**src/rtl/huffman_region_sequencer_pkg.sv**
```systemverilog
// Shared types and constants for the big_values Huffman region sequencer.
//   state_e        : sequencer FSM states
//   MaxPairs       : largest legal big_values (576 samples / 2)
//   PairW/IdxW/TblW: widths of pair index, sample index and table id
//   is_zero_table(): true for tables that carry no code bits (0, 4, 14)
package huffman_region_sequencer_pkg;

    localparam int unsigned MaxPairs = 288;
    localparam int unsigned PairW    = 9;
    localparam int unsigned IdxW     = 10;
    localparam int unsigned TblW     = 5;

    // Table ids that decode to all-zero pairs without reading the bitstream.
    localparam logic [TblW-1:0] TblZero0  = 5'd0;
    localparam logic [TblW-1:0] TblZero4  = 5'd4;
    localparam logic [TblW-1:0] TblZero14 = 5'd14;

    typedef enum logic [2:0] {
        StIdle,
        StSetup,
        StDecode,
        StZeroFill,
        StDone
    } state_e;

    function automatic logic is_zero_table(input logic [TblW-1:0] tbl);
        return (tbl == TblZero0) || (tbl == TblZero4) || (tbl == TblZero14);
    endfunction

endpackage

```
**src/rtl/huffman_region_sequencer_region_select.sv**
```systemverilog
// Combinational region map: clamps the latched granule boundaries and returns the
// Huffman table (and its zero flag) that applies to a given pair index.
//   big_values_i / region1_start_i / region2_start_i : raw latched config
//   table_select0_i..2_i                              : per-region table ids
//   pair_idx_i                                        : pair being looked up
//   big_values_o                                      : big_values clamped to MaxPairs
//   table_o / zero_o                                  : table for pair_idx_i, zero-table flag
module huffman_region_sequencer_region_select
    import huffman_region_sequencer_pkg::*;
(
    input  logic [PairW-1:0] big_values_i,
    input  logic [PairW-1:0] region1_start_i,
    input  logic [PairW-1:0] region2_start_i,
    input  logic [TblW-1:0]  table_select0_i,
    input  logic [TblW-1:0]  table_select1_i,
    input  logic [TblW-1:0]  table_select2_i,
    input  logic [PairW-1:0] pair_idx_i,
    output logic [PairW-1:0] big_values_o,
    output logic [TblW-1:0]  table_o,
    output logic             zero_o
);

    logic [PairW-1:0] region1_clamped;
    logic [PairW-1:0] region2_limited;
    logic [PairW-1:0] region2_clamped;

    always_comb begin
        big_values_o    = (big_values_i > PairW'(MaxPairs)) ? PairW'(MaxPairs) : big_values_i;
        region1_clamped = (region1_start_i > big_values_o) ? big_values_o : region1_start_i;
        region2_limited = (region2_start_i > big_values_o) ? big_values_o : region2_start_i;
        // region2 may never start before region1, so an inverted config collapses region1.
        region2_clamped = (region2_limited < region1_clamped) ? region1_clamped
                                                              : region2_limited;

        if (pair_idx_i < region1_clamped) begin
            table_o = table_select0_i;
        end else if (pair_idx_i < region2_clamped) begin
            table_o = table_select1_i;
        end else begin
            table_o = table_select2_i;
        end
        zero_o = is_zero_table(table_o);
    end

endmodule

```
**src/rtl/huffman_region_sequencer.sv**
```systemverilog
// Sequences Huffman decoding of one granule's big_values region. Splits the pairs into
// region0/1/2, steers the serial bitstream into the shared HT_xx decoder bank with the
// per-region table id, and emits each decoded (x, y) pair with its sample index.
//   clk, rst                 : clock, synchronous active-high reset
//   start_i + config inputs  : start pulse latches big_values/region starts/tables in idle
//   bit_valid_in_i, bit_in_i : serial bitstream; bit_ready_o marks a consumed bit
//   ht_sel_o, ht_rst_o       : decoder bank table select and clear
//   ht_bit_valid_o, ht_bit_o : bit handed to the selected decoder
//   ht_valid_i, ht_x_i/y_i   : decoded pair from the selected decoder
//   out_valid_o, out_index_o : registered pair strobe, sample index of out_x_o
//   out_x_o, out_y_o         : decoded values (out_y_o sits at out_index_o + 1)
//   busy_o, done_o           : granule in progress, one-cycle completion pulse
module huffman_region_sequencer
    import huffman_region_sequencer_pkg::*;
(
    input  logic                    clk,
    input  logic                    rst,
    input  logic                    start_i,
    input  logic [PairW-1:0]        big_values_i,
    input  logic [PairW-1:0]        region1_start_i,
    input  logic [PairW-1:0]        region2_start_i,
    input  logic [TblW-1:0]         table_select0_i,
    input  logic [TblW-1:0]         table_select1_i,
    input  logic [TblW-1:0]         table_select2_i,
    input  logic                    bit_valid_in_i,
    input  logic                    bit_in_i,
    output logic                    bit_ready_o,
    output logic [TblW-1:0]         ht_sel_o,
    output logic                    ht_rst_o,
    output logic                    ht_bit_valid_o,
    output logic                    ht_bit_o,
    input  logic                    ht_valid_i,
    input  logic signed [15:0]      ht_x_i,
    input  logic signed [15:0]      ht_y_i,
    output logic                    out_valid_o,
    output logic [IdxW-1:0]         out_index_o,
    output logic signed [15:0]      out_x_o,
    output logic signed [15:0]      out_y_o,
    output logic                    busy_o,
    output logic                    done_o
);

    state_e             state_q;
    state_e             next_pair_state;
    logic [PairW-1:0]   pair_idx_q, pair_idx_d;
    logic [TblW-1:0]    tbl_q;
    logic [PairW-1:0]   cfg_big_values_q;
    logic [PairW-1:0]   cfg_region1_q;
    logic [PairW-1:0]   cfg_region2_q;
    logic [TblW-1:0]    cfg_table0_q, cfg_table1_q, cfg_table2_q;
    logic               out_valid_q;
    logic [IdxW-1:0]    out_index_q;
    logic signed [15:0] out_x_q, out_y_q;
    logic               advance;

    logic [PairW-1:0]   sel_big_values;
    logic [TblW-1:0]    sel_table;
    logic               sel_zero;

    // Looked up with the next pair index so the table for the pair that follows an
    // increment is already in tbl_q when that pair starts: no extra boundary bubble.
    huffman_region_sequencer_region_select u_region_select (
        .big_values_i    (cfg_big_values_q),
        .region1_start_i (cfg_region1_q),
        .region2_start_i (cfg_region2_q),
        .table_select0_i (cfg_table0_q),
        .table_select1_i (cfg_table1_q),
        .table_select2_i (cfg_table2_q),
        .pair_idx_i      (pair_idx_d),
        .big_values_o    (sel_big_values),
        .table_o         (sel_table),
        .zero_o          (sel_zero)
    );

    always_comb begin
        unique case (state_q)
            StDecode:   advance = ht_valid_i;
            StZeroFill: advance = 1'b1;
            default:    advance = 1'b0;
        endcase

        if ((state_q == StIdle) || (state_q == StSetup)) begin
            pair_idx_d = '0;
        end else if (advance) begin
            pair_idx_d = pair_idx_q + PairW'(1);
        end else begin
            pair_idx_d = pair_idx_q;
        end

        if (pair_idx_d == sel_big_values) begin
            next_pair_state = StDone;
        end else if (sel_zero) begin
            next_pair_state = StZeroFill;
        end else begin
            next_pair_state = StDecode;
        end
    end

    always_ff @(posedge clk) begin
        if (rst) begin
            state_q          <= StIdle;
            pair_idx_q       <= '0;
            tbl_q            <= '0;
            cfg_big_values_q <= '0;
            cfg_region1_q    <= '0;
            cfg_region2_q    <= '0;
            cfg_table0_q     <= '0;
            cfg_table1_q     <= '0;
            cfg_table2_q     <= '0;
            out_valid_q      <= 1'b0;
            out_index_q      <= '0;
            out_x_q          <= '0;
            out_y_q          <= '0;
        end else begin
            pair_idx_q  <= pair_idx_d;
            out_valid_q <= 1'b0;
            unique case (state_q)
                StIdle: begin
                    if (start_i) begin
                        cfg_big_values_q <= big_values_i;
                        cfg_region1_q    <= region1_start_i;
                        cfg_region2_q    <= region2_start_i;
                        cfg_table0_q     <= table_select0_i;
                        cfg_table1_q     <= table_select1_i;
                        cfg_table2_q     <= table_select2_i;
                        state_q          <= StSetup;
                    end
                end
                StSetup: begin
                    tbl_q   <= sel_table;
                    state_q <= next_pair_state;
                end
                StDecode: begin
                    if (ht_valid_i) begin
                        out_valid_q <= 1'b1;
                        out_index_q <= {pair_idx_q, 1'b0};
                        out_x_q     <= ht_x_i;
                        out_y_q     <= ht_y_i;
                        tbl_q       <= sel_table;
                        state_q     <= next_pair_state;
                    end
                end
                StZeroFill: begin
                    out_valid_q <= 1'b1;
                    out_index_q <= {pair_idx_q, 1'b0};
                    out_x_q     <= '0;
                    out_y_q     <= '0;
                    tbl_q       <= sel_table;
                    state_q     <= next_pair_state;
                end
                StDone: begin
                    // The last pair's strobe lands in the first DONE cycle; done follows it.
                    if (!out_valid_q) begin
                        state_q <= StIdle;
                    end
                end
                default: state_q <= StIdle;
            endcase
        end
    end

    // The ht_valid cycle is a bubble: no bit is taken while the decoder hands over a pair.
    assign bit_ready_o    = (state_q == StDecode) && !ht_valid_i;
    assign ht_bit_valid_o = bit_valid_in_i && bit_ready_o;
    assign ht_bit_o       = (state_q == StDecode) && bit_in_i;
    assign ht_sel_o       = (state_q == StDecode) ? tbl_q : '0;
    assign ht_rst_o       = rst || (state_q == StSetup);
    assign out_valid_o    = out_valid_q;
    assign out_index_o    = out_index_q;
    assign out_x_o        = out_x_q;
    assign out_y_o        = out_y_q;
    assign busy_o         = (state_q != StIdle);
    assign done_o         = (state_q == StDone) && !out_valid_q;

endmodule

```
**config.mk**
```make
export PLATFORM = sky130hd
export DESIGN_NAME = huffman_region_sequencer
export DESIGN_NICKNAME = d
export VERILOG_FILES = /design/src/rtl/huffman_region_sequencer_pkg.sv /design/src/rtl/huffman_region_sequencer_region_select.sv /design/src/rtl/huffman_region_sequencer.sv
export SDC_FILE = /design/constraint.sdc
export NUM_CORES = 1
export LEC_CHECK = 0
export ABC_AREA = 1
export BUFFER_PORTS_ARGS = -buffer_cell sky130_fd_sc_hd__buf_2
export CAP_MARGIN = 20
export CORE_MARGIN = 2
export CORE_UTILIZATION = 49
export CTS_CLUSTER_DIAMETER = 150
export CTS_CLUSTER_SIZE = 16
export DETAILED_ROUTE_END_ITERATION = 12
export PLACE_DENSITY = 0.79
export SLEW_MARGIN = 20
export SYNTH_ARGS = -nofsm -noshare
export SYNTH_HDL_FRONTEND = slang
export SYNTH_SLANG_ARGS = --single-unit
```
**constraint.sdc**
```tcl
create_clock -name clk -period 5 [get_ports clk]
set_input_delay 1 -clock clk [delete_from_list [all_inputs] [get_ports clk]]
set_output_delay 1 -clock clk [all_outputs]
set_load 0.01 [all_outputs]
```
Yosys cells after proc, flatten, opt, wreduce, memory -nomap -nowiden. Index checks and enable logic that the tools add are counted.

Register bits: 102. Input port bits: 80. Output and inout bits: 54.

Add/subtract/negate cells: 1. Magnitude comparators: 6. Eq/ne operators: 10. Multiplexer cells: 26. Reductions and logical operators: 20.

Operators with widths (count): 16-bit case mux with 2 select lines (2); 9-bit 2-to-1 mux (6); 16-bit 2-to-1 mux (2); 9-bit < comparator (3); 5-bit 2-to-1 mux (4); 10-bit case mux with 2 select lines (1); 9-bit greater-than comparator (2); 3-bit 2-to-1 mux (4); 3-bit case mux with 4 select lines (1); 10-bit 2-to-1 mux (1); 5-bit case mux with 2 select lines (1); 9-bit by 1-bit adder with 9-bit output (second input constant) (1); 9-bit equality test (1); 9-bit greater-than comparator (second input constant) (1); 3-bit by 2-bit equality test with 1-bit output (second input constant) (2); 2-bit inequality test (second input constant) (3); 2-bit AND reduction (3); 5-bit by 3-bit equality test with 1-bit output (second input constant) (1); 5-bit by 4-bit equality test with 1-bit output (second input constant) (1); 5-bit logical NOT (1); 1-bit logical AND (4); 1-bit logical OR (4); 1-bit case mux with 2 select lines (2); 2-bit nonzero test (2); 8 further kinds (10).

Logic depth before layout (Yosys ltp). Gate-level depths: netlist (run 1).

Word-level depth: 16. Mapped depth: 44. Mapped depth without buffers: 43.

Cells and area by module. A second synthesis (run 1) with hierarchy kept.

Cells, all modules: 836. Area, all modules: 5834.3 µm².

Modules (own cells, without submodules): huffman_region_sequencer (times used 1, cells each 563, area an instance 4149.0 µm²); huffman_region_sequencer_region_select (times used 1, cells each 273, area an instance 1685.4 µm²).

Worst setup path after synthesis (run 1). Ideal clock, no wire load.

Path kind: reg2reg. From: register cfg_big_values_q[0]. To: register state_q[0]. Library setup time: 0.128 ns. Arrival: 4.865 ns. Setup slack: 0.007 ns. Cell stages (with the launch flop): 43. Cell sequence: dfxtp_1 inv_1 nand2_1 nor2_1 nand3_1 nand2_1 inv_1 nor2_1 inv_1 ha_1 nand2_1 inv_1 nand2_1 nand2_1 nand2_1 nand3_1 nand2_2 clkbuf_1 [7 not listed] nand2_1 inv_1 clkbuf_1 o21ai_0 ha_1 a21oi_1 nor2_1 a211oi_1 o221a_2 nand2_4 nand2_1 nand3_1 nand2_1 nand3_1 nand3_1 nand2_1 nand2_1 nor2_1.

Longest elaborated chain between the ends: 16. Elaborated cells between the ends (all ways): 22. Those cells by class: 6 x order compare; 3 x eq/ne; 10 x mux; 3 x reduce/logical.

RTL lines: start, declared (line huffman_region_sequencer.sv:47) `logic [PairW-1:0] cfg_big_values_q;`; start signal, assigned (line huffman_region_sequencer.sv:120) `cfg_big_values_q <= big_values_i;`; 9-bit greater-than comparator (line huffman_region_sequencer_region_select.sv:28) `big_values_o = (big_values_i > PairW'(MaxPairs)) ? PairW'(MaxPairs) : big_values_i;`; 9-bit 2-to-1 mux (*) (line huffman_region_sequencer_region_select.sv:28); 9-bit greater-than comparator, on equally long branches (line huffman_region_sequencer_region_select.sv:30, huffman_region_sequencer_region_select.sv:29); 9-bit 2-to-1 mux, on equally long branches (line huffman_region_sequencer_region_select.sv:30, huffman_region_sequencer_region_select.sv:29); 9-bit < comparator (line huffman_region_sequencer_region_select.sv:32) `region2_clamped = (region2_limited < region1_clamped) ? region1_clamped`; 9-bit 2-to-1 mux (line huffman_region_sequencer_region_select.sv:32); 9-bit < comparator (line huffman_region_sequencer_region_select.sv:37) `end else if (pair_idx_i < region2_clamped) begin`; 5-bit 2-to-1 mux (line huffman_region_sequencer_region_select.sv:37); 5-bit 2-to-1 mux (line huffman_region_sequencer_region_select.sv:35) `if (pair_idx_i < region1_clamped) begin`; 5-bit by 3-bit equality test with 1-bit output or 5-bit logical NOT (tied branches) (line huffman_region_sequencer_pkg.sv:27) `return (tbl == TblZero0) || (tbl == TblZero4) || (tbl == TblZero14);`; 1-bit logical OR (2 in series) (line huffman_region_sequencer_pkg.sv:27); 1-bit 2-to-1 mux (line huffman_region_sequencer.sv:92) `end else if (sel_zero) begin`; 3-bit 2-to-1 mux (*) (line huffman_region_sequencer.sv:90) `if (pair_idx_d == sel_big_values) begin`; 3-bit 2-to-1 mux (line huffman_region_sequencer.sv:134) `if (ht_valid_i) begin`; 3-bit case mux with 4 select lines (*) (line huffman_region_sequencer.sv:117) `unique case (state_q)`; end signal, assigned (line huffman_region_sequencer.sv:101) `state_q <= StIdle;`; end signal, assigned (line huffman_region_sequencer.sv:126) `state_q <= StSetup;`; end signal, assigned (line huffman_region_sequencer.sv:140) `state_q <= next_pair_state;`; end, declared (line huffman_region_sequencer.sv:43) `state_e state_q;`.

Mark *: on every way between the ends. The rest lies on a longest branch, timed or not. The select of a mux whose other input is x is not followed. A chain may end at the register's enable or synchronous reset.

Worst setup path after layout (run 1).
From: register cfg_big_values_q[6]. To: register state_q[0].

The elaborated chain is that of the path after synthesis.

==> impl_metrics.sql, run 1 <==
INSERT INTO impl_metrics (metric_group, metric, value, unit) VALUES
('status', 'outcome', 'finished with violations', ''),
('status', 'failed_checks', 'setup timing', ''),
('power', 'totalPowerFinal', '5.17', 'mW'),
('critical_path', 'worstSetupEndpointType', 'register', ''),
('global_routing', 'grt_max_degree', '85', ''),
('floorplanning', 'die_width', '109', 'microns'),
('logic_synthesis', 'synth_top_cells_by_area', 'sky130_fd_sc_hd__dfxtp_1 37%, sky130_fd_sc_hd__nand2_1 13%, sky130_fd_sc_hd__ha_1 10%', ''),
('timing', 'setup_tns', '-0.140', 'ns'),
('timing', 'timing.final.setup_violations', '2', ''),
('cells_and_area', 'nNetsFinal', '1062', ''),
('timing', 'max-slew-margin-rel', '0.547', ''),
('timing', 'clock-skew-final', '0.0166', 'ns'),
('floorplanning', 'die_height', '109', 'microns'),
('timing', 'setup_repair_after_global_routing_missed_its_margin', 'yes', ''),
('timing', 'timing.fmax', '196', 'MHz'),
('critical_path', 'timing.reg2reg.setup_slack', '-0.11', 'ns'),
('cells_and_area', 'layout_common_cells', '162 x sky130_fd_sc_hd__nand2_1, 132 x sky130_fd_sc_hd__buf_2, 98 x sky130_fd_sc_hd__a21oi_1', ''),
('detailed_routing', 'wl_per_cell', '13.9', 'microns'),
('global_routing', 'first_pass_grt_wire_length', '21500', 'microns'),
('placement', 'placed_instances', '1054', ''),
('placement', 'detail_placement_hpwl', '10100', 'microns'),
('critical_path', 'worst_r2r_endpoint', 'state_q[0]', ''),
('floorplanning', 'initial_utilization', '0.500', ''),
('hold_path', 'hold_path_class', 'register to register', ''),
('timing', 'layout_setup_ws', '-0.111', 'ns'),
('clock_network', 'clock_path_buffers', '2', ''),
('timing', 'finalMaxSlewViolations', '0', ''),
('detailed_routing', 'wirelength', '15000', 'microns'),
('power', 'leak_pwr', '3.38', 'nW'),
('clock_network', 'cts_tree', 'done', ''),
('hold_path', 'beginning_of_the_worst_hold_path', 'cfg_table0_q[0]', ''),
('cells_and_area', 'fin_cells', '1084', ''),
('critical_path', 'timing.critical_path.mode_cell', 'sky130_fd_sc_hd__nand2_2', ''),
('detailed_routing', 'firstDrtPassIters', '7', ''),
('global_routing', 'grt_use_total', '0.224', ''),
('critical_path', 'worst_path_max_delay_cell', 'sky130_fd_sc_hd__dfxtp_4', ''),
('power', 'irDropWorstVdd', '0.393', 'mV'),
('hold_path', 'min_delay_path_depth', '2', ''),
('timing', 'max_slew.worst_pin.slew', '0.679', 'ns'),
('clock_network', 'cts_hold_repair.buffers', '0', ''),
('logic_synthesis', 'synth_largest_area_cell', 'sky130_fd_sc_hd__dfxtp_1', ''),
('floorplanning', 'placeableCoreArea', '10800', 'sq um'),
('critical_path', 'criticalPathCategory', 'register to register', ''),
('cells_and_area', 'n_fill_cell', '875', ''),
('detailed_routing', 'detail-route-antenna-nets', '0', ''),
('cells_and_area', 'insertedDiodeCount', '0', ''),
('critical_path', 'timing.critical_path.slowest_cell_delay', '0.36', 'ns'),
('cells_and_area', 'syn2layout_area_growth', '32.8', '%'),
('critical_path', 'worst_ep_arrival_time', '5.43', 'ns'),
('logic_synthesis', 'synth_top_area_share', '0.375', ''),
('clock_network', 'clock-root-buffer', 'sky130_fd_sc_hd__clkbuf_8', ''),
('timing', 'period_minus_slack', '5.11', 'ns'),
('timing', 'share_of_the_clock_period_used_by_the_worst_path', '1.02', ''),
('detailed_routing', 'vias', '5694', ''),
('logic_synthesis', 'ys_seq_area_frac', '0.375', ''),
('power', 'power.density', '722', 'nW/um^2'),
('critical_path', 'critical_path.startpoint_type', 'register', ''),
('logic_synthesis', 'synth.lib_cells_used.distinct', '34', ''),
('critical_path', 'r2r-start', 'cfg_big_values_q[6]', ''),
('logic_synthesis', 'yosysWarnings', '0', ''),
('logic_synthesis', 'synth_area', '5400', 'sq um'),
('detailed_routing', 'post_drt_via_cell_ratio', '5.25', ''),
('placement', 'gp_routability_congestion', '0.935', ''),
('clock_network', 'clock_sink_count', '101', ''),
('placement', 'port-buffer-count', '132', ''),
('floorplanning', 'std_cell_rows', '38', ''),
('global_routing', 'grt_pass1_vias', '4697', ''),
('clock_network', 'tritoncts.num_buffers', '9', ''),
('floorplanning', 'boundaryPins', '134', ''),
('critical_path', 'cp_max_fo', '8', ''),
('cells_and_area', 'layout-drive-gt1-share', '0.327', '');
[power breakdown]
group / total, mW / switching [mW] / internal, mW
registers: 1.09 / 0.109 / 0.980
clock network: 0.541 / 0.337 / 0.204
logic: 3.54 / 2.08 / 1.46
[per-layer routing]
layer / up-vias / global-route usage / routed length [microns]
met5: - / 0 / 0
met4: 0 / 0.0723 / 421
met3: 44 / 0.0293 / 852
met2: 223 / 0.373 / 7130
met1: 2564 / 0.301 / 6650
li1: 2863 / - / -
[worst max path at each step]
stage                              startpoint          to  slack, ns  depth (start not counted)
after floorplan           cfg_big_values_q[0]  state_q[0]      0.007                         42
after global placement    cfg_big_values_q[5]  state_q[0]      -0.05                         36
after detailed placement  cfg_big_values_q[1]  state_q[0]      -0.15                         37
after CTS                 cfg_big_values_q[1]  state_q[0]       0.03                         39
after global routing      cfg_big_values_q[1]  state_q[0]      -0.42                         39
final                     cfg_big_values_q[6]  state_q[0]      -0.11                         38
[through the flow]
step	area [sq um]	setup WS, ns
2_1_floorplan	5400	0.00749
3_3_place_gp	6420	-0.0496
3_5_place_dp	6420	-0.154
4_1_cts	6650	0.0336
5_1_grt	7170	-0.425
6_report	7170	-0.111
[cells in the mapped netlist]
master and number:
sky130_fd_sc_hd__and3_1 1, sky130_fd_sc_hd__nand2_4 2, sky130_fd_sc_hd__nor3_1 4, sky130_fd_sc_hd__dfxtp_1 101, sky130_fd_sc_hd__o211ai_1 4, sky130_fd_sc_hd__o221a_2 2
sky130_fd_sc_hd__nor3_2 1, sky130_fd_sc_hd__nand3_2 1, sky130_fd_sc_hd__xor2_1 4, sky130_fd_sc_hd__nor2_1 46, sky130_fd_sc_hd__buf_2 2, sky130_fd_sc_hd__clkinv_1 2
sky130_fd_sc_hd__a21oi_4 1, sky130_fd_sc_hd__nand2_2 2, sky130_fd_sc_hd__a211oi_1 2, sky130_fd_sc_hd__a21o_1 2, sky130_fd_sc_hd__o21ai_1 2, sky130_fd_sc_hd__buf_4 1
sky130_fd_sc_hd__clkbuf_1 30, sky130_fd_sc_hd__nor4_1 3, sky130_fd_sc_hd__o21a_1 1, sky130_fd_sc_hd__nor2_2 2, sky130_fd_sc_hd__a31oi_1 1, sky130_fd_sc_hd__inv_2 9
sky130_fd_sc_hd__xnor2_1 5, sky130_fd_sc_hd__nand3_1 34, sky130_fd_sc_hd__ha_1 43, sky130_fd_sc_hd__nand4_1 11, sky130_fd_sc_hd__inv_1 92, sky130_fd_sc_hd__o211a_1 1
sky130_fd_sc_hd__conb_1 1, sky130_fd_sc_hd__o21ai_0 74, sky130_fd_sc_hd__nand2_1 184, sky130_fd_sc_hd__a21oi_1 104
[cell type report]
| class | instances | area, sq um | area share |
|---|---|---|---|
| well taps | 140 | 175 | 0.0244 |
| multi-input cells | 540 | 3280 | 0.457 |
| inverters | 103 | 392 | 0.0546 |
| clock buffers | 9 | 124 | 0.0173 |
| clock inverters | 7 | 91.3 | 0.0127 |
| repair buffers | 184 | 1080 | 0.150 |
| flip-flops and latches | 101 | 2030 | 0.283 |
[cell families after synthesis]
| family | count (synthesis) | share of synthesized area |
|---|---|---|
| compound gates | 194 | 0.190 |
| flops | 101 | 0.375 |
| fa+ha+maj | 43 | 0.0997 |
| other cells | 1 | 0.000695 |
| xor+xnor | 9 | 0.0146 |
| simple gates | 291 | 0.225 |
| buf+inv | 136 | 0.0957 |
[registers in the layout, indices dropped and copies added, names as in the netlist]
signal	cells
cfg_big_values_q	9
cfg_region1_q	9
cfg_region2_q	9
cfg_table0_q	5
cfg_table1_q	5
cfg_table2_q	5
out_index_o	9
out_valid_o	1
out_x_o	16
out_y_o	16
pair_idx_q	9
state_q	3
tbl_q	5
[tightest hold or removal path, cell delays in order (launching register included)]
cell                      delay (ns)
sky130_fd_sc_hd__dfxtp_1        0.33
sky130_fd_sc_hd__inv_1          0.05
sky130_fd_sc_hd__a21oi_1        0.05
[timing repair]
item / 4_1_cts / 5_1_grt
pin swaps: 1 / 50
setup buffers: 0 / 12
setup endpoints to repair: 6 / 6
gates cloned: 0 / 2
gates resized for setup: 8 / 116
No activity file was read; power rests on OpenSTA's default activity.
==> run 2: changes to the inputs <==
- CORE_UTILIZATION: 49 -> 50
- CTS_BUF_LIST: unset -> sky130_fd_sc_hd__clkbuf_4 sky130_fd_sc_hd__clkbuf_8
- PLACE_DENSITY: 0.79 -> 0.81
==> run 2 against run 1 <==
Against the previous run: the run still ends with setup timing left; cell count decreased by 1.0%; via count increased by 0.18%; count of clock-buffer cells in the layout unchanged; core utilization increased by 2.2 points; die area decreased by 1.9%; worst hold slack improved by 0.0036 ns; sequential power about the same; register-to-register slack improved by 0.03 ns; cell area decreased by 0.23%; flip-flop and latch count unchanged; clock power about the same.
==> impl_metrics.sql, run 2 (same netlist as run 1, synthesis figures left out) <==
INSERT INTO impl_metrics (metric_group, metric, value, unit) VALUES
('floorplanning', 'boundaryPins', '134', ''),
('critical_path', 'cp_max_fo', '7', ''),
('status', 'outcome', 'finished with violations', ''),
('power', 'power.density', '726', 'nW/um^2'),
('critical_path', 'worstSetupEndpointType', 'register', ''),
('timing', 'setup_repair_after_global_routing_missed_its_margin', 'yes', ''),
('critical_path', 'timing.critical_path.slowest_cell_delay', '0.32', 'ns'),
('timing', 'timing.fmax', '197', 'MHz'),
('clock_network', 'htree_levels', '3', ''),
('power', 'internal_power', '2.62', 'mW'),
('flow_run', 'maxCapViolations', '0', ''),
('detailed_routing', 'firstDrtPassIters', '5', ''),
('floorplanning', 'die_height', '108', 'microns'),
('clock_network', 'cts_tree', 'done', ''),
('detailed_routing', 'wl_per_cell', '13.9', 'microns'),
('detailed_routing', 'post_drt_via_cell_ratio', '5.32', ''),
('global_routing', 'grt_max_degree', '85', ''),
('power', 'leak_pwr', '3.35', 'nW'),
('timing', 'clock-skew-final', '0.00809', 'ns'),
('cells_and_area', 'n_fill_cell', '838', ''),
('clock_network', 'clock_path_buffers', '2', ''),
('critical_path', 'criticalPathCategory', 'register to register', ''),
('critical_path', 'worst_path_max_delay_cell', 'sky130_fd_sc_hd__dfxtp_1', ''),
('hold_path', 'worst_hold_path.endpoint', 'cfg_table0_q[0]', ''),
('placement', 'detail_placement_hpwl', '10200', 'microns'),
('clock_network', 'clock-root-buffer', 'sky130_fd_sc_hd__clkbuf_8', ''),
('floorplanning', 'std_cell_rows', '37', ''),
('critical_path', 'worst_r2r_endpoint', 'state_q[0]', ''),
('hold_path', 'hold_path_class', 'register to register', ''),
('critical_path', 'r2r-start', 'cfg_big_values_q[7]', ''),
('critical_path', 'critPathRequiredTime', '5.25', 'ns'),
('power', 'irDropWorstVdd', '0.418', 'mV'),
('clock_network', 'cts.clk_slew.worst_paths', '0.11', 'ns'),
('detailed_routing', 'detail-route-antenna-nets', '0', ''),
('floorplanning', 'initial_utilization', '0.518', ''),
('detailed_routing', 'drc_violation_total_after_the_first_tritonroute_iteration', '484', ''),
('global_routing', 'grt_remaining_overflow', '0', ''),
('floorplanning', 'die_width', '108', 'microns'),
('hold_path', 'min_delay_path_depth', '2', ''),
('clock_network', 'cts_hold_repair.buffers', '0', ''),
('cells_and_area', 'nNetsFinal', '1055', ''),
('timing', 'period_minus_slack', '5.08', 'ns'),
('timing', 'timing.final.setup_violations', '2', ''),
('cells_and_area', 'final_core_utilization', '0.687', ''),
('cells_and_area', 'fin_cells', '1073', ''),
('placement', 'postPlaceCellArea', '6330', 'sq um'),
('critical_path', 'worst_path_dominant_cell_family', 'simple AND/OR/NAND/NOR gates', ''),
('cells_and_area', 'insertedDiodeCount', '0', ''),
('status', 'failed_checks', 'setup timing', ''),
('critical_path', 'timing.reg2reg.setup_slack', '-0.08', 'ns'),
('placement', 'port-buffer-count', '132', ''),
('floorplanning', 'placeableCoreArea', '10400', 'sq um'),
('timing', 'finalMaxSlewViolations', '0', ''),
('critical_path', 'timing.critical_path.mode_cell', 'sky130_fd_sc_hd__nand2_1', ''),
('clock_network', 'clock_latency_at_the_later_pin_of_the_worst_skew_pair', '0.39', 'ns'),
('hold_path', 'beginning_of_the_worst_hold_path', 'cfg_table0_q[0]', ''),
('critical_path', 'worst_ep_arrival_time', '5.34', 'ns'),
('cells_and_area', 'layout_common_cells', '162 x sky130_fd_sc_hd__nand2_1, 132 x sky130_fd_sc_hd__buf_2, 96 x sky130_fd_sc_hd__a21oi_1', ''),
('global_routing', 'first_pass_grt_wire_length', '22000', 'microns'),
('cells_and_area', 'layout-drive-gt1-share', '0.322', ''),
('timing', 'max-slew-margin-rel', '0.453', ''),
('power', 'power.net_switching', '2.57', 'mW'),
('clock_network', 'tritoncts.num_buffers', '9', ''),
('critical_path', 'timing.reg2reg.worst_path_depth', '42', ''),
('detailed_routing', 'route.detailed.drc', '0', ''),
('global_routing', 'grt_antenna_before_repair', '0', ''),
('critical_path', 'critical_path.startpoint_type', 'register', ''),
('cells_and_area', 'syn2layout_area_growth', '32.5', '%'),
('placement', 'placed_instances', '1040', ''),
('power', 'sw_share', '0.495', ''),
('clock_network', 'clock_sink_count', '101', ''),
('power', 'power.sequential.fraction', '0.210', ''),
('floorplanning', 'dieArea', '11600', 'sq um'),
('power', 'power.combinational.fraction', '0.686', ''),
('global_routing', 'grt_use_total', '0.233', ''),
('cells_and_area', 'mostFrequentLayoutCell', 'sky130_fd_sc_hd__nand2_1', ''),
('placement', 'gp_routability_congestion', '0.968', ''),
('detailed_routing', 'wirelength', '14900', 'microns'),
('global_routing', 'grt_pass1_vias', '4976', ''),
('timing', 'layout_setup_ws', '-0.0819', 'ns'),
('detailed_routing', 'vias', '5704', ''),
('timing', 'timing.final.hold_violations', '0', ''),
('power', 'clock_power_share', '0.104', ''),
('cells_and_area', 'final_area', '7150', 'sq um'),
('critical_path', 'cp_num_buf_inv', '8', ''),
('timing', 'max_slew.worst_pin.slew', '0.821', 'ns'),
('timing', 'share_of_the_clock_period_used_by_the_worst_path', '1.02', '');
==> run 2: cell count changes in the layout (fill, tap and decap cells not counted), sizes merged <==
cell | before | now
buf | 184 | 176
clkinvlp | 0 | 1
==> run 2: power groups by stage <==
stage | clock, mW | sequential (mW) | combinational (mW)
6_report | 0.542 | 1.09 | 3.56
4_1_cts | 0.552 | 1.07 | 2.70
3_3_place_gp | 0 | 1.08 | 2.58
3_5_place_dp | 0 | 1.09 | 2.62
2_1_floorplan | 0 | 1.09 | 1.78
5_1_grt | 0.578 | 1.11 | 3.91
==> run 2: worst register-to-register path: cells and delay by family, from the launching register on <==
kind | cells | cell delay, ns
and+or+nand+nor | 28 | 2.74
adders and majority gates | 3 | 0.87
AOI/OAI and AO/OA | 3 | 0.35
DFF | 1 | 0.32
buffers and inverters | 8 | 0.66
==> run 2: area by class of cell <==
type,instances,area [sq um],share of cell area
Sequential cell,101,2030,0.284
Clock buffer,9,124,0.0173
Inverter,103,394,0.0551
Tap cell,136,170,0.0238
Timing Repair inverter,1,7.51,0.00105
Timing Repair Buffer,176,1010,0.141
Clock inverter,7,91.3,0.0128
Multi-Input combinational cell,540,3330,0.465
==> run 2: stage by stage <==
stage	hold WS [ns]	power (mW)	setup TNS (ns)	setup slack, ns
floorplan	0.424	2.86	0	0.00749
global placement	0.434	3.66	-0.189	-0.107
detailed placement	0.442	3.71	-1.54	-0.328
CTS	0.459	4.32	0	0.0282
global route	0.479	5.60	-1.82	-0.422
finish	0.456	5.19	-0.117	-0.0819
==> run 2: layer usage <==
layer,global-route usage,share of wire
met5,0,0
met4,0.0806,0.027
met3,0.0375,0.057
met2,0.402,0.49
met1,0.295,0.43
==> run 2: timing repair <==
action	4_1_cts	5_1_grt
endpoints found under the setup margin	6	6
gates resized for setup	12	125
pin swaps	1	50
cloned	0	3
setup buffers	0	14
==> run 2: worst max path at each step <==
| stage | startpoint | to | slack [ns] | depth (start not counted) |
|---|---|---|---|---|
| 2_1_floorplan | cfg_big_values_q[0] | state_q[0] | 0.007 | 42 |
| 3_3_place_gp | cfg_big_values_q[5] | state_q[0] | -0.11 | 38 |
| 3_5_place_dp | cfg_big_values_q[5] | state_q[0] | -0.33 | 39 |
| 4_1_cts | cfg_big_values_q[1] | state_q[0] | 0.03 | 40 |
| 5_1_grt | cfg_big_values_q[7] | state_q[0] | -0.42 | 41 |
| 6_report | cfg_big_values_q[7] | state_q[0] | -0.08 | 42 |
==> run 3: changes to the inputs <==
--- a/constraint.sdc
+++ b/constraint.sdc
@@ -3,2 +3,2 @@
 set_output_delay 1 -clock clk [all_outputs]
-set_load 0.01 [all_outputs]
+set_load 0.1 [all_outputs]
==> run 3 against run 2 <==
Against the previous run: the run still ends with setup timing left; combinational power up 15%; setup slack worse by 0.084 ns; flip-flop and latch count unchanged; global-route usage is 0.052 points higher; sequential share of layout area rose by 0.23 points; cell area fell by 1.0%; clock power is 6.6% lower; via count decreased by 0.82%; critical path depth down 4; core utilization shrank 0.71 points; first-iteration DRC count is 11% lower; critical endpoint unchanged; largest cell class unchanged.
==> impl_metrics.sql, run 3 (same netlist as run 1, synthesis figures left out) <==
INSERT INTO impl_metrics (metric_group, metric, value, unit) VALUES
('critical_path', 'criticalPathCategory', 'register to register', ''),
('timing', 'clock-skew-final', '0.0148', 'ns'),
('cells_and_area', 'insertedDiodeCount', '0', ''),
('floorplanning', 'boundaryPins', '134', ''),
('critical_path', 'timing.reg2reg.worst_path_depth', '38', ''),
('hold_path', 'hold_path_class', 'register to register', ''),
('hold_path', 'min_delay_path_depth', '2', ''),
('floorplanning', 'dieArea', '11600', 'sq um'),
('timing', 'max_slew.worst_pin.slew', '0.665', 'ns'),
('floorplanning', 'die_width', '108', 'microns'),
('cells_and_area', 'nNetsFinal', '1057', ''),
('clock_network', 'clock_path_buffers', '2', ''),
('cells_and_area', 'regArea', '2030', 'sq um'),
('placement', 'gp_routability_congestion', '0.950', ''),
('detailed_routing', 'wl_per_cell', '13.8', 'microns'),
('timing', 'setup_repair_after_global_routing_missed_its_margin', 'yes', ''),
('clock_network', 'clock-root-buffer', 'sky130_fd_sc_hd__clkbuf_8', ''),
('power', 'clock_power_share', '0.089', ''),
('cells_and_area', 'final_core_utilization', '0.680', ''),
('timing', 'timing.final.hold_violations', '0', ''),
('clock_network', 'htree_levels', '3', ''),
('cells_and_area', 'syn2layout_area_growth', '31.2', '%'),
('cells_and_area', 'mostFrequentLayoutCell', 'sky130_fd_sc_hd__nand2_1', ''),
('clock_network', 'cts.clk_slew.worst_paths', '0.10', 'ns'),
('timing', 'max-slew-margin-rel', '0.556', ''),
('power', 'leak_pwr', '3.34', 'nW'),
('hold_path', 'beginning_of_the_worst_hold_path', 'cfg_table0_q[0]', ''),
('cells_and_area', 'multi_input_area', '3250', 'sq um'),
('flow_run', 'maxCapViolations', '0', ''),
('detailed_routing', 'route.detailed.drc', '0', ''),
('timing', 'timing.fmax', '194', 'MHz'),
('global_routing', 'grt_remaining_overflow', '0', ''),
('power', 'sw_share', '0.530', ''),
('placement', 'port-buffer-count', '132', ''),
('global_routing', 'grt_use_total', '0.233', ''),
('detailed_routing', 'post_drt_via_cell_ratio', '5.26', ''),
('power', 'internal_power', '2.68', 'mW'),
('timing', 'period_minus_slack', '5.17', 'ns'),
('critical_path', 'critical_path.startpoint_type', 'register', ''),
('cells_and_area', 'layout-drive-gt1-share', '0.324', ''),
('placement', 'detail_placement_hpwl', '10300', 'microns'),
('power', 'power.combinational.fraction', '0.721', ''),
('critical_path', 'timing.critical_path.slowest_cell_delay', '0.35', 'ns'),
('critical_path', 'worst_r2r_endpoint', 'state_q[0]', ''),
('global_routing', 'first_pass_grt_wire_length', '22100', 'microns'),
('critical_path', 'critPathRequiredTime', '5.31', 'ns'),
('detailed_routing', 'detail-route-antenna-nets', '0', ''),
('clock_network', 'cts_tree', 'done', ''),
('timing', 'layout_setup_ws', '-0.166', 'ns'),
('critical_path', 'r2r-start', 'cfg_big_values_q[6]', ''),
('timing', 'share_of_the_clock_period_used_by_the_worst_path', '1.03', ''),
('floorplanning', 'std_cell_rows', '37', ''),
('floorplanning', 'die_height', '108', 'microns'),
('detailed_routing', 'vias', '5657', ''),
('floorplanning', 'initial_utilization', '0.518', ''),
('clock_network', 'cts_hold_repair.buffers', '0', ''),
('critical_path', 'worst_ep_arrival_time', '5.48', 'ns'),
('critical_path', 'worstSetupEndpointType', 'register', ''),
('detailed_routing', 'drc_violation_total_after_the_first_tritonroute_iteration', '432', ''),
('placement', 'place_worst_setup_slack', '-0.170', 'ns'),
('clock_network', 'clock_sink_count', '101', ''),
('hold_path', 'worst_hold_path.endpoint', 'cfg_table0_q[0]', ''),
('critical_path', 'cp_max_fo', '6', ''),
('power', 'irDropWorstVdd', '0.431', 'mV'),
('detailed_routing', 'firstDrtPassIters', '5', ''),
('timing', 'finalMaxSlewViolations', '0', ''),
('status', 'failed_checks', 'setup timing', ''),
('power', 'power.sequential.fraction', '0.190', ''),
('global_routing', 'grt_max_degree', '85', ''),
('global_routing', 'grt_antenna_before_repair', '0', ''),
('power', 'power.density', '805', 'nW/um^2'),
('cells_and_area', 'n_fill_cell', '863', ''),
('detailed_routing', 'wirelength', '14800', 'microns'),
('power', 'power.net_switching', '3.02', 'mW'),
('timing', 'setup_tns', '-0.269', 'ns'),
('floorplanning', 'placeableCoreArea', '10400', 'sq um'),
('timing', 'timing.final.setup_violations', '3', ''),
('global_routing', 'grt_pass1_vias', '5057', ''),
('critical_path', 'timing.reg2reg.setup_slack', '-0.17', 'ns'),
('status', 'outcome', 'finished with violations', ''),
('cells_and_area', 'layout_common_cells', '158 x sky130_fd_sc_hd__nand2_1, 132 x sky130_fd_sc_hd__buf_2, 98 x sky130_fd_sc_hd__a21oi_1', ''),
('clock_network', 'tritoncts.num_buffers', '9', ''),
('clock_network', 'clock_latency_at_the_later_pin_of_the_worst_skew_pair', '0.38', 'ns'),
('critical_path', 'critical_path.startpoint', 'cfg_big_values_q[6]', ''),
('critical_path', 'worst_path_max_delay_cell', 'sky130_fd_sc_hd__dfxtp_2', '');
run 3: changes by cell type in the layout (fill, tap and decap cells not counted), moves of 3 or more:
cell and delta:
sky130_fd_sc_hd__nand2_1 -4, sky130_fd_sc_hd__o21ai_2 +5, sky130_fd_sc_hd__nor2_4 -3, sky130_fd_sc_hd__o21ai_1 -4, sky130_fd_sc_hd__nand2_4 -3, sky130_fd_sc_hd__nand2_2 +8
run 3: layout make-up:
type,count,area share
multi-input combinational,539,0.460
timing repair buffer,179,0.146
clock buffer,9,0.0175
inverter,103,0.0557
sequential,101,0.286
tap,136,0.0240
timing repair inverter,1,0.00106
clock inverter,7,0.00954
run 3: worst max-delay path, delay by kind of cell, from the launching register on:
kind                       cells  cell delay, ns
and+or+nand+nor               22            1.89
AOI/OAI and AO/OA              7            1.37
adders and majority gates      3            0.84
buffers and inverters          6            0.63
DFF                            1            0.35
run 3: power by group through the flow:
stage	Sequential (mW)	Combinational, mW	Clock [mW]
2_1_floorplan	1.37	1.90	0
3_3_place_gp	1.08	3.03	0
3_5_place_dp	1.09	3.05	0
4_1_cts	1.07	3.11	0.511
5_1_grt	1.11	4.48	0.545
6_report	1.09	4.11	0.506
run 3: how the worst max path moves through the flow:
stage | slack (ns) | end
after CTS | 0.02 | state_q[0]
after global placement | -0.05 | state_q[0]
after floorplan | 0.01 | state_q[0]
final | -0.17 | state_q[0]
after detailed placement | -0.17 | state_q[0]
after global routing | -0.39 | state_q[0]
run 3: metrics by stage:
| step | instance area [sq um] | std cells | total power [mW] | hold WS, ns |
|---|---|---|---|---|
| after floorplan | 5400 | 775 | 3.27 | 0.424 |
| after global placement | 6380 | 1047 | 4.12 | 0.434 |
| after detailed placement | 6380 | 1047 | 4.14 | 0.442 |
| after CTS | 6590 | 1063 | 4.69 | 0.458 |
| after global routing | 7080 | 1075 | 6.13 | 0.477 |
| final | 7080 | 1075 | 5.70 | 0.452 |
run 3: what timing repair did:
item | CTS | global route
gates cloned | 0 | 3
setup endpoints to repair | 6 | 6
pin swaps | 1 | 47
gates resized for setup | 13 | 118
setup buffers | 0 | 9
run 3: metal layers:
| metal | GRT usage | part of all wire | vias up |
|---|---|---|---|
| li1 | - | - | 2856 |
| met1 | 0.289 | 0.43 | 2558 |
| met2 | 0.424 | 0.49 | 198 |
| met3 | 0.0315 | 0.055 | 45 |
| met4 | 0.0623 | 0.025 | 0 |
| met5 | 0 | 0 | - |
